==> src/rtl/serial_subtractor_if.sv <==
// Operand/result bundle for the bit-serial subtractor.
// master drives the request side; slave is the subtractor itself.
interface serial_subtractor_if #(
  parameter int unsigned SIZE = 8
);
  logic            START;
  logic [SIZE-1:0] A;
  logic [SIZE-1:0] B;
  logic [SIZE-1:0] DIFF;
  logic            BORROW;
  logic            OVF;
  logic            BUSY;
  logic            DONE;

  modport master (
    output START, A, B,
    input  DIFF, BORROW, OVF, BUSY, DONE
  );

  modport slave (
    input  START, A, B,
    output DIFF, BORROW, OVF, BUSY, DONE
  );
endinterface

==> src/rtl/serial_subtractor.sv <==
// Bit-serial two's-complement subtractor: DIFF = A + ~B + 1, LSB first,
// one bit per clock, with borrow and signed-overflow flags and a DONE pulse.
module serial_subtractor #(
  parameter int unsigned SIZE = 8
) (
  input  logic               CLK,
  input  logic               RST,
  serial_subtractor_if.slave bus
);

  localparam int unsigned CW = $clog2(SIZE) + 1;

  typedef enum logic [1:0] {
    ST_IDLE  = 2'd0,
    ST_SHIFT = 2'd1,
    ST_DONE  = 2'd2
  } state_t;

  state_t          state, state_n;
  logic [SIZE-1:0] a_sr, a_n;
  logic [SIZE-1:0] b_sr, b_n;
  logic [SIZE-1:0] d_sr, d_n;
  logic            c, c_n;
  logic [CW-1:0]   cnt, cnt_n;
  logic [SIZE-1:0] diff_q, diff_n;
  logic            borrow_q, borrow_n;
  logic            ovf_q, ovf_n;
  logic            busy_q, busy_n;
  logic            done_q, done_n;
  logic            a0, nb0, sum, cout;

  // State and datapath registers
  always_ff @(posedge CLK or negedge RST) begin
    if (!RST) begin
      state    <= ST_IDLE;
      a_sr     <= '0;
      b_sr     <= '0;
      d_sr     <= '0;
      c        <= 1'b0;
      cnt      <= '0;
      diff_q   <= '0;
      borrow_q <= 1'b0;
      ovf_q    <= 1'b0;
      busy_q   <= 1'b0;
      done_q   <= 1'b0;
    end else begin
      state    <= state_n;
      a_sr     <= a_n;
      b_sr     <= b_n;
      d_sr     <= d_n;
      c        <= c_n;
      cnt      <= cnt_n;
      diff_q   <= diff_n;
      borrow_q <= borrow_n;
      ovf_q    <= ovf_n;
      busy_q   <= busy_n;
      done_q   <= done_n;
    end
  end

  // Next-state and next-datapath logic; one full-adder slice per SHIFT edge
  always_comb begin
    state_n  = state;
    a_n      = a_sr;
    b_n      = b_sr;
    d_n      = d_sr;
    c_n      = c;
    cnt_n    = cnt;
    diff_n   = diff_q;
    borrow_n = borrow_q;
    ovf_n    = ovf_q;
    a0       = a_sr[0];
    nb0      = ~b_sr[0];
    sum      = a0 ^ nb0 ^ c;
    cout     = (a0 & nb0) | (a0 & c) | (nb0 & c);

    case (state)
      ST_IDLE: begin
        if (bus.START) begin
          a_n     = bus.A;
          b_n     = bus.B;
          c_n     = 1'b1;
          cnt_n   = '0;
          state_n = ST_SHIFT;
        end
      end
      ST_SHIFT: begin
        a_n   = a_sr >> 1;
        b_n   = b_sr >> 1;
        d_n   = {sum, d_sr[SIZE-1:1]};
        c_n   = cout;
        cnt_n = CW'(cnt + CW'(1));
        // c here is the carry into the MSB, cout the carry out of it
        if (cnt == CW'(SIZE - 1)) begin
          diff_n   = {sum, d_sr[SIZE-1:1]};
          borrow_n = ~cout;
          ovf_n    = c ^ cout;
          state_n  = ST_DONE;
        end
      end
      ST_DONE: begin
        state_n = ST_IDLE;
      end
      default: begin
        state_n = ST_IDLE;
      end
    endcase

    busy_n = (state_n == ST_SHIFT);
    done_n = (state_n == ST_DONE);
  end

  assign bus.DIFF   = diff_q;
  assign bus.BORROW = borrow_q;
  assign bus.OVF    = ovf_q;
  assign bus.BUSY   = busy_q;
  assign bus.DONE   = done_q;

endmodule

==> src/flat_wrapper.sv <==
// flat-port wrapper written by rule: the top's interface ports become plain ports
module serial_subtractor_flat 
#(
  parameter int unsigned SIZE = 8
)
  (CLK, RST, bus_START, bus_A, bus_B, bus_DIFF, bus_BORROW, bus_OVF, bus_BUSY, bus_DONE);
  serial_subtractor_if #(.SIZE(SIZE)) bus_i ();
  input  logic CLK;
  input  logic RST;
  input wire logic [$bits(bus_i.START)-1:0] bus_START;
  input wire logic [$bits(bus_i.A)-1:0] bus_A;
  input wire logic [$bits(bus_i.B)-1:0] bus_B;
  output wire logic [$bits(bus_i.DIFF)-1:0] bus_DIFF;
  output wire logic [$bits(bus_i.BORROW)-1:0] bus_BORROW;
  output wire logic [$bits(bus_i.OVF)-1:0] bus_OVF;
  output wire logic [$bits(bus_i.BUSY)-1:0] bus_BUSY;
  output wire logic [$bits(bus_i.DONE)-1:0] bus_DONE;
  assign bus_i.START = bus_START;
  assign bus_i.A = bus_A;
  assign bus_i.B = bus_B;
  assign bus_DIFF = bus_i.DIFF;
  assign bus_BORROW = bus_i.BORROW;
  assign bus_OVF = bus_i.OVF;
  assign bus_BUSY = bus_i.BUSY;
  assign bus_DONE = bus_i.DONE;
  serial_subtractor #(.SIZE(SIZE)) u_core (.CLK(CLK), .RST(RST), .bus(bus_i));
endmodule
==> config.mk <==
export PLATFORM = sky130hd
export DESIGN_NAME = serial_subtractor_flat
export DESIGN_NICKNAME = d
export VERILOG_FILES = /design/src/rtl/serial_subtractor_if.sv /design/src/rtl/serial_subtractor.sv /design/src/flat_wrapper.sv
export SDC_FILE = /design/constraint.sdc
export NUM_CORES = 1
export LEC_CHECK = 0
export BUFFER_PORTS_ARGS = -buffer_cell sky130_fd_sc_hd__buf_2
export CORE_ASPECT_RATIO = 0.6
export CORE_MARGIN = 2
export CORE_UTILIZATION = 30
export CTS_BUF_LIST = sky130_fd_sc_hd__clkbuf_8
export CTS_CLUSTER_DIAMETER = 60
export DETAILED_ROUTE_END_ITERATION = 12
export HOLD_SLACK_MARGIN = 0.15
export SYNTH_ARGS = -nofsm -noshare
export SYNTH_HDL_FRONTEND = slang
export SYNTH_SLANG_ARGS = --single-unit
==> constraint.sdc <==
create_clock -name CLK -period 2.7 [get_ports CLK]
set_input_delay 0 -clock CLK [delete_from_list [all_inputs] [get_ports CLK]]
set_output_delay 0 -clock CLK [all_outputs]
set_load 0.05 [all_outputs]
==> out/summary.md, run 1 <==
Setup repair after global routing left no endpoint under its margin. Global-route track usage on met3: 0.0433. In this run, post-CTS repair resized a total of 0 instances. The pre-antenna-repair detailed-routing pass consisted of 4 iterations. The tightest min-delay check is of the input port to flip-flop type. The logs give 0.29 ns for the clock latency at the later pin of the worst-skew pair and 2370 um for the half-perimeter wire length after placement. The die is 64.4 um tall. Entering global routing, the biggest net connects 43 pins.

The startpoint identified for the worst register-to-register timing path is u_core.cnt[0]. The diode insertion count for antenna repair was 0; the share of synthesized area occupied by flip-flops and latches was 0.575. The start point of the worst min-delay path is bus_START. Number of rows created at floorplan: 21. Count of clock tree sinks: 42. CTS placed an instance of sky130_fd_sc_hd__clkbuf_8 at the clock tree root. The clock edge transition at the registers on the reported setup and hold paths is 0.07 ns, and the synthesis-stage register bit count is 42. After detailed routing, the average wire length per cell comes to 12.5 um.

Area added between synthesis and finish: 27.0%. The endpoint identified for the worst register-to-register timing path is u_core.bus.DIFF[2]. The worst setup path is launched from a flip-flop. OpenSTA, run right after detailed placement, puts the worst setup slack at 0.873 ns. STA classifies the critical path endpoint as a flip-flop. In this run the most used layer during global routing was met1. Data on the critical path arrives at its endpoint at 2.00 ns.

The worst voltage drop across the vdd grid was 0.415 mV; the core utilization of the finished layout was 0.405. From left edge to right edge, the die measures 105 um. The count of pins over their slew limit was 0. The Yosys step of the flow raised 0 warnings. The logs give 0 ns for the total negative setup slack and 2320 sq um for the cell area after layout.

For the via count, the log shows 1316. The run finished with clean final reports. The detailed router's first-iteration violation count was 106. The combined global-route utilization of all metal layers came out at 0.119. The initial antenna violation count came out at 0. In this run the deepest clock path goes through 2 buffers. In this run the worst path has a maximum fanout of 11.

The number of antenna-violating nets in the routed design is 0. TritonCTS built the clock tree. For the number of cells produced by synthesis, the log shows 161. In the final design database the tool counted 230 nets. Counting instances, the worst hold path has a depth of 4.

The tool flagged a number of max-cap violations equal to 0. The die covers 6750 sq um. Input and output buffers added on the ports amount to 30.

The analysis attributes to cell leakage a power of 1.08 nW. In this run the number of H-tree levels came out at 2. Number of cells on the worst reg-to-reg path: 4.

The final critical-path share of the clock period was 0.674; the final wirelength was 3620 um. The slack of the worst reg-to-reg path was 0.88 ns. The first-pass GRT wire length was 6140 um.

Counting the buffers created by CTS gives 5. Placeable core area: 5730 sq um. The layout has 559 filler cells. The setup path with the least slack is of type flip-flop to flip-flop. The synthesized netlist contains 32 unique library cells. For the number of top-level design ports, the log shows 31. The weighted congestion at the end of routability-driven global placement is 0.742.

Global routing finished with a remaining overflow of 0. The tools report the highest achievable clock rate as 0.549 GHz. Routed via count divided by cell count: 4.54. For the final worst setup slack, the log shows 0.879 ns.

The tools report the worst clock skew as 0.00468 ns. The fraction of layout cells with a size suffix above 1 was 0.257; the post-synth net total was 182. Setup violations remaining at the end of the flow were counted as 0.

The routed design could run at a clock period as short as 1.82 ns. The most critical setup path has its startpoint at u_core.cnt[0]. For the worst setup path, the data required time is 2.88 ns. For the DRC violation count after routing, the log shows 0.

The run gives 1252 as the via count of the first global-routing pass. The run gives 0.153 as the global-route met2 utilization. The mean post-synth cell area is 11.3 sq um.

For hold timing, the worst endpoint is u_core.cnt[3]. For the pin with the worst max-slew slack, the measured transition is 0.909 ns. The placed instances occupy a cell area of 2020 sq um.

The run gives 0.394 as the worst max-slew margin expressed relative to the limit. The power density over the cells works out to 1090 nW/um^2. The logs give 1830 sq um for the synthesized area and 0.319 for the initial core utilization. The met1 usage is 0.177, and the final hold violation count is 0.
## registers in the layout, summed over array words and instances, names as in the netlist
name and cells:
u_core.a_sr 8, u_core.b_sr 8, u_core.bus.DIFF 8, u_core.d_sr 7, u_core.cnt 4, u_core.state 2, u_core.bus.BORROW 1, u_core.bus.BUSY 1
u_core.bus.DONE 1, u_core.bus.OVF 1, u_core.c 1
## cell usage in the layout, fill, tap and decap left out, types with 2 or more instances in the layout
cell	Yosys	final
sky130_fd_sc_hd__mux2i_1	2	2
sky130_fd_sc_hd__nor2_1	3	3
sky130_fd_sc_hd__nand2b_1	2	2
sky130_fd_sc_hd__mux2_4	8	8
sky130_fd_sc_hd__clkbuf_8	0	5
sky130_fd_sc_hd__a21oi_1	5	5
sky130_fd_sc_hd__dlygate4sd3_1	0	19
sky130_fd_sc_hd__nand2_1	37	37
sky130_fd_sc_hd__dfrtp_1	42	42
sky130_fd_sc_hd__buf_4	3	2
sky130_fd_sc_hd__o21ai_0	15	15
sky130_fd_sc_hd__a22oi_1	14	14
sky130_fd_sc_hd__inv_1	2	4
sky130_fd_sc_hd__buf_2	3	30
sky130_fd_sc_hd__nor2b_1	4	4
## metal layers
metal | wire (um) | part of all wire
met1 | 1920 | 0.53
met2 | 1420 | 0.39
met3 | 225 | 0.062
met4 | 53 | 0.015
met5 | 0 | 0
## cell usage after synthesis (all sizes together)
cell | n | area share
dfrtp | 42 | 0.58
nand2 | 38 | 0.079
o21ai | 16 | 0.044
a22oi | 14 | 0.058
mux2 | 9 | 0.072
buf | 7 | 0.032
a21oi | 5 | 0.014
nor2b | 5 | 0.021
clkbuf | 3 | 0.0062
nand2b | 3 | 0.012
nor2 | 3 | 0.0062
a22o | 2 | 0.010
inv | 2 | 0.0041
mux2i | 2 | 0.011
nor3 | 2 | 0.012
a31oi | 1 | 0.0034
and3 | 1 | 0.0041
fa | 1 | 0.011
ha | 1 | 0.0068
o21bai | 1 | 0.0062
o22a | 1 | 0.0048
o22ai | 1 | 0.0034
xor2 | 1 | 0.0048
## worst max path at each step
stage,endpoint,slack [ns],depth (start not counted)
6_report,u_core.bus.DIFF[2],0.88,4
5_1_grt,u_core.bus.DIFF[2],0.78,4
4_1_cts,u_core.bus.DIFF[2],0.87,4
3_5_place_dp,u_core.bus.DIFF[2],0.87,4
3_3_place_gp,u_core.bus.DIFF[2],0.94,4
2_1_floorplan,u_core.bus.DIFF[0],1.27,5
## logic make-up (layout without fill, tap and decap cells)
kind of cell,Yosys count,in the layout,synth area share
fa+ha+maj,2,2,0.0178
buf+inv,12,61,0.0418
xor+xnor,1,1,0.00480
simple gates,52,52,0.134
compound gates,41,41,0.143
mux,11,11,0.0829
flops,42,42,0.575
## worst max-delay path: stages, from the launching register on
cell and delay, ns:
sky130_fd_sc_hd__dfrtp_1 0.38, sky130_fd_sc_hd__ha_1 0.21, sky130_fd_sc_hd__nand2_2 0.10, sky130_fd_sc_hd__nor3_4 0.61, sky130_fd_sc_hd__mux2_2 0.40
## repair_timing
action / in CTS / in global routing
hold buffers: 19 / 0
setup buffers: 0 / 0
hold endpoints to repair: 58 / 0
## metrics by stage
step	hold WS, ns	power (W)	instances
2_1_floorplan	-0.296	0.00183	161
3_3_place_gp	0.196	0.00204	263
3_5_place_dp	0.183	0.00205	263
4_1_cts	0.216	0.00255	290
5_1_grt	0.250	0.00271	290
6_report	0.218	0.00253	290
## final cells by class
type	count	area, sq um	share of cell area
Sequential cell	42	1050	0.453
Multi-Input combinational cell	107	699	0.302
Clock buffer	5	68.8	0.0297
Tap cell	80	100	0.0432
Clock inverter	3	37.5	0.0162
Inverter	2	7.51	0.00324
Timing Repair Buffer	51	355	0.153
## power breakdown
group | total (W) | switching [W] | internal, W
Clock | 0.000472 | 0.000203 | 0.000269
Combinational | 0.00102 | 0.000626 | 0.000393
Sequential | 0.00103 | 0.000161 | 0.000873
Note: power is estimated with default switching activity, not from simulation.
==> inputs of run 2 (changes only) <==
clock period = 1.6 ns   (was 2.7 ns; I/O delays follow)
==> out/summary.md, run 2 (synthesized netlist as in run 1, its figures left out) <==
The run finished with clean final reports. After floorplanning, the core was divided into 21 placement rows. The logs give 0.416 for the core utilization of the finished layout and 1.69 ns for the worst endpoint data arrival time.

The type of the setup path with the least slack is flip-flop to flip-flop. The count of buffers added on input and output ports is 30. Summed over all layers, the global routing overflow is 0.

The final hold violation count is 0. The worst setup path is captured at a flip-flop. The die is 64.4 um tall. The wire-length estimate of the detail-placed layout is 2510 um. The tightest min-delay check is of the input port to asynchronous set/reset pin type. The total negative setup slack was 0 ns; the worst voltage drop across the vdd grid was 0.730 mV. The logs give 0 for the max capacitance violation total and 0.123 for the combined global-route utilization of all metal layers. The horizontal extent of the die came out at 105 um. The tools report the initial core utilization as 0.319. The highest net fanout along the worst path works out to 7. STA puts the critical path data required time at 1.78 ns. The count of clock tree sinks came out at 42. The detailed router's first-iteration violation count was 69.

The area added between synthesis and finish came out at 30.4%. The final-stage net count is 238, and the length of the first detailed-routing pass in iterations is 4. The clock edge transition at the registers on the reported setup and hold paths works out to 0.08 ns. The first global-routing pass estimated 6390 um of wire.

The leakage power figure was 1.12 nW; the count of H-tree levels built during CTS was 2. Routability-driven placement finished with a final weighted congestion of 0.718. The final setup violation count is 0. The library cells used most frequently in the layout, excluding fill and tap cells, are sky130_fd_sc_hd__dfrtp_1, sky130_fd_sc_hd__nand2_1, sky130_fd_sc_hd__buf_2, sky130_fd_sc_hd__dlygate4sd3_1.

The tools report the startpoint type of the worst setup path as a flip-flop. The logs give 0 for the setup fix buffers added after clock tree synthesis and 1328 for the via count. Setup repair after global routing left no endpoint under its margin.

Counting tap cells, the placed design contains a total of 271 instances. In this run the power density over the cells is 1770 nW/um^2. The library cell used most frequently in the layout, excluding fill and tap cells, is sky130_fd_sc_hd__dfrtp_1.

Once layout is complete, the cells apart from fillers number 298. The logs give 1296 for the via count of the first global-routing pass and 0.1 ns for the slack of the worst reg-to-reg path. The worst register-to-register path ends at u_core.bus.DIFF[5]. Counting the buffers created by CTS gives 5.

The tools report the initial antenna violation count as 0. 0 antenna diodes ended up in the layout. The number of cells on the worst reg-to-reg path was 5. For this design the top-level I/O count stands at 31. Based on the critical path, the design can be clocked at up to 0.666 GHz. In the routed layout, each cell is associated on average with a via count of 4.46.

Summed over all layers, the routed wires come to 3730 um. The tools report the count of pins over their slew limit as 0. TritonCTS built the clock tree. The clock period minus worst slack works out to 1.50 ns. The worst register-to-register path begins at u_core.cnt[0]. The worst max-slew margin expressed relative to the limit was 0.697. The CTS root buffer was sky130_fd_sc_hd__clkbuf_8. For the largest net degree at the start of global routing, the log shows 26. The clock arrives with 0.00859 ns of skew. After detailed routing, the number of remaining DRC violations is 0. The pin slew with the least headroom to its limit was 0.454 ns; the largest buffer count on any clock path was 2. The final critical-path share of the clock period came out at 0.939.

The fraction of layout cells with a size suffix above 1 is 0.294. The region available for standard cell placement spans 5730 sq um. In the final routed layout, each cell accounts on average for 12.5 um.

Clock latency on the worst-skew pair, taken at its later pin, is 0.29 ns. The run gives 6750 sq um as the die outline area. The tools report the number of antenna-violating nets in the routed design as 0.
run 2: cell types whose count changed in the layout (fill, tap and decap cells not counted):
| cell | previous run | this run |
|---|---|---|
| sky130_fd_sc_hd__clkinv_4 | 0 | 1 |
| sky130_fd_sc_hd__bufinv_16 | 1 | 0 |
| sky130_fd_sc_hd__buf_6 | 0 | 2 |
| sky130_fd_sc_hd__inv_1 | 4 | 3 |
| sky130_fd_sc_hd__buf_4 | 2 | 7 |
| sky130_fd_sc_hd__o21ai_0 | 15 | 14 |
| sky130_fd_sc_hd__clkinv_2 | 0 | 1 |
| sky130_fd_sc_hd__o21ai_1 | 1 | 2 |
| sky130_fd_sc_hd__nor2b_1 | 4 | 3 |
| sky130_fd_sc_hd__buf_12 | 0 | 1 |
| sky130_fd_sc_hd__nor2b_2 | 0 | 1 |
run 2: final cells by class:
class                      instances  area, sq um
inverter                           2         7.51
sequential                        42         1050
timing repair buffer              59          435
tap                               80          100
multi-input combinational        107          702
fill                             573         3350
clock buffer                       5         68.8
clock inverter                     3         17.5
run 2: per-layer routing:
layer | vias up | share of wire | track usage
met2 | 25 | 0.41 | 0.170
li1 | 662 | - | -
met3 | 4 | 0.047 | 0.0412
met4 | 0 | 0.0067 | 0.0433
met5 | - | 0 | 0
met1 | 637 | 0.54 | 0.179
run 2: critical path: stages (launching register included):
cell	delay (ns)
sky130_fd_sc_hd__dfrtp_1	0.38
sky130_fd_sc_hd__ha_1	0.21
sky130_fd_sc_hd__nand2_2	0.10
sky130_fd_sc_hd__nor3_4	0.22
sky130_fd_sc_hd__buf_6	0.18
sky130_fd_sc_hd__mux2_4	0.30
run 2: power by group:
part	switching (W)	leakage [nW]	total, W	internal (W)
sequential	0.000268	0.534	0.00174	0.00147
combinational	0.00108	0.535	0.00181	0.000736
clock	0.000363	0.0493	0.000664	0.000302
run 2: repair_timing:
action / CTS / global route
setup endpoints to repair: 0 / 3
hold endpoints to repair: 58 / 0
gates resized for setup: 0 / 4
hold buffers: 19 / 0
run 2: per-stage QoR:
step | cell area, sq um | setup slack [ns] | power (W) | hold WS, ns
global route | 2380 | 0.0297 | 0.00454 | 0.238
global placement | 2100 | 0.101 | 0.00352 | -0.0341
detailed placement | 2100 | 0.0713 | 0.00354 | -0.0253
floorplan | 1830 | 0.172 | 0.00309 | -0.296
finish | 2380 | 0.0981 | 0.00422 | 0.184
CTS | 2370 | 0.0246 | 0.00426 | 0.184
run 2: worst max-delay path by stage:
stage,slack (ns),from,cells past startpoint,endpoint
finish,0.1,u_core.cnt[0],5,u_core.bus.DIFF[5]
global route,0.03,u_core.state[1],5,u_core.b_sr[7]
detailed placement,0.07,u_core.cnt[0],5,u_core.bus.DIFF[4]
CTS,0.02,u_core.state[1],5,u_core.b_sr[7]
global placement,0.10,u_core.cnt[0],5,u_core.bus.OVF
floorplan,0.17,u_core.cnt[0],5,u_core.bus.DIFF[0]
==> inputs of run 3 (changes only) <==
CORE_UTILIZATION = 52   (was 30)
PLACE_DENSITY = 0.78   (was unset)
==> out/summary.md, run 3 (synthesized netlist as in run 1, its figures left out) <==
For this design, the slowest cell found on the critical path is sky130_fd_sc_hd__dfrtp_1. The worst clock skew is 0.00686 ns, and the post-placement cell count is 235. The clock period minus worst slack works out to 1.51 ns.

Traced cell by cell, the critical path runs through ha_2 -> nand2_2 -> nor3_4 -> buf_12 -> mux2_2. The total area inside the core boundary comes to 3300 sq um. The tools report the fraction of power consumed by the clock network as 0.159. The later pin in the worst-skew pair is clocked with a latency of 0.30 ns. The number of antenna-violating nets in the routed design is 0. Leaving out fill and tap cells, the most frequent cell in the layout is sky130_fd_sc_hd__dfrtp_1.

In this run the tool buffered the top-level ports with 30 buffer cells. The clock edge transition at the registers on the reported setup and hold paths was 0.08 ns; the total congestion overflow after global routing was 0. The first-pass GRT wire length was 6970 um. The via count was 1412. The run gives 1.10 nW as the leakage power figure. The combined global-route utilization of all metal layers came out at 0.233.

The number of rows created at floorplan came out at 16. The startpoint type of the worst setup path was a flip-flop. In this run the vertical extent of the chip is 49.9 um.

In this design, the stage delay of the slowest critical-path cell is 0.37 ns. The total internal power is 0.00253 W, and the worst voltage drop across the vdd grid is 1.13 mV. The clock tree synthesis step divided the H-tree into 2 levels. The share of power burned in registers was 0.409. The detailed router's first-iteration violation count was 170. The max capacitance violation total was 0. Setup repair after global routing left no endpoint under its margin. Leaving out fill and tap cells, the most frequent cells in the layout are sky130_fd_sc_hd__dfrtp_1, sky130_fd_sc_hd__nand2_1, sky130_fd_sc_hd__buf_2, sky130_fd_sc_hd__dlygate4sd3_1, sky130_fd_sc_hd__o21ai_0.

The tools report the largest net degree at the start of global routing as 24. Summing all flip-flop and latch instances after layout gives 1050 sq um. For this design the total switching power over the nets is 0.00178 W. The logs give 2540 um for the half-perimeter wire length after placement and 42 for the count of clock tree sinks.

Based on the critical path, the design can be clocked at up to 0.664 GHz. Once layout is complete, the cells apart from fillers number 262. Initial core utilization: 0.553. The tools report the initial antenna violation count as 0. Summing all multi-input logic gate instances after layout gives 702 sq um.

For this run, the detailed router's first-pass iteration total came to 4. TritonCTS created 5 clock buffers. The class of the most critical hold timing path was input port to asynchronous set/reset pin. The critical path crosses 5 cells after its start point.

In this run the power density over the cells is 1840 nW/um^2. By startpoint and endpoint, the worst setup path is classified as flip-flop to flip-flop. For the diode insertion count for antenna repair, the log shows 0. The logs give 0 for the final hold violation count and 0 for the final setup violation count. STA classifies the critical path endpoint as a flip-flop. The final-stage net count is 237, and the fraction of layout cells with a size suffix above 1 is 0.300.

Fill cells in the final layout number 234. The combined buffer and inverter count along the critical path works out to 1. In this run the clock root is driven by a sky130_fd_sc_hd__clkbuf_8.

The horizontal extent of the die is 80.5 um. The flow ran to the end, and the final reports show no timing, DRC or antenna violations. TritonCTS built the clock tree.

For the pin with the worst max-slew slack, the measured transition is 0.478 ns. The logs give 0 for the DRC violation count after routing and 1492 for the via count of the first global-routing pass. The tools report the count of pins over their slew limit as 0. Weighted congestion at the end of routability-driven global placement: 0.767. The largest buffer count on any clock path was 2.

After detailed routing, the number of vias per cell comes to 5.39. For the die outline area, the log shows 4020 sq um. During I/O placement, the number of pins put on the boundary was 31. The area growth from synthesis to layout is 27.9%. The total negative setup slack is 0 ns, and the final wirelength is 3990 um. Dividing the detail-routed wire length by the instance count gives 15.2 um. The worst endpoint required time is 1.78 ns, and the relative contribution of combinational cells to total power is 0.432.

The logs give 0.681 for the worst max-slew margin expressed relative to the limit and 1.69 ns for the worst endpoint data arrival time. Among cell families on the critical path, the largest total delay comes from flip-flops. Along the worst path, the maximum fanout reaches 11. For the worst flop-to-flop path, the logic depth is 5. The core utilization of the finished layout came out at 0.708. The final critical-path share of the clock period works out to 0.941. The switching share of power came out at 0.413.
-- run 3: power by group through the flow --
stage / registers [W] / clock network (W) / logic, W
finish: 0.00176 / 0.000686 / 0.00186
global route: 0.00181 / 0.000746 / 0.00204
CTS: 0.00175 / 0.000697 / 0.00183
detailed placement: 0.00177 / 0 / 0.00180
global placement: 0.00174 / 0 / 0.00172
floorplan: 0.00215 / 0 / 0.000947
-- run 3: repair_timing --
action                                 in CTS  in global routing
resized for setup                           0                  1
setup endpoints to repair                   0                  1
buffers inserted                            0                  1
endpoints found under the hold margin      58                  0
hold buffers                               18                  0
-- run 3: worst paths after layout --
check                               start                  to  slack [ns]
max                         u_core.cnt[1]  u_core.bus.DIFF[2]        0.09
min                                   RST      u_core.a_sr[4]        0.20
max reg2reg                 u_core.cnt[1]  u_core.bus.DIFF[2]        0.09
min reg2reg                u_core.a_sr[2]      u_core.a_sr[2]        0.49
max in group asynchronous             RST      u_core.b_sr[3]        0.92
min in group CLK           u_core.a_sr[2]      u_core.a_sr[2]        0.49
-- run 3: per-layer routing --
layer / global-route usage / share of wire
met5: 0 / 0
met4: 0.0904 / 0.019
met3: 0.0623 / 0.050
met2: 0.365 / 0.48
met1: 0.312 / 0.45
-- run 3: final cells by class --
| type | count | area share |
|---|---|---|
| Clock inverter | 3 | 0.00910 |
| Inverter | 2 | 0.00321 |
| Timing Repair Buffer | 58 | 0.184 |
| Tap cell | 45 | 0.0241 |
| Multi-Input combinational cell | 107 | 0.300 |
| Clock buffer | 5 | 0.0294 |
| Sequential cell | 42 | 0.450 |
-- run 3: per-stage QoR --
stage	power, W	setup slack, ns	hold slack [ns]	area, sq um
2_1_floorplan	0.00309	0.172	-0.296	1830
3_3_place_gp	0.00346	0.136	-0.0282	2060
3_5_place_dp	0.00357	0.0579	-0.0231	2060
4_1_cts	0.00428	0.0410	0.182	2330
5_1_grt	0.00460	0.0403	0.237	2340
6_report	0.00431	0.0941	0.201	2340
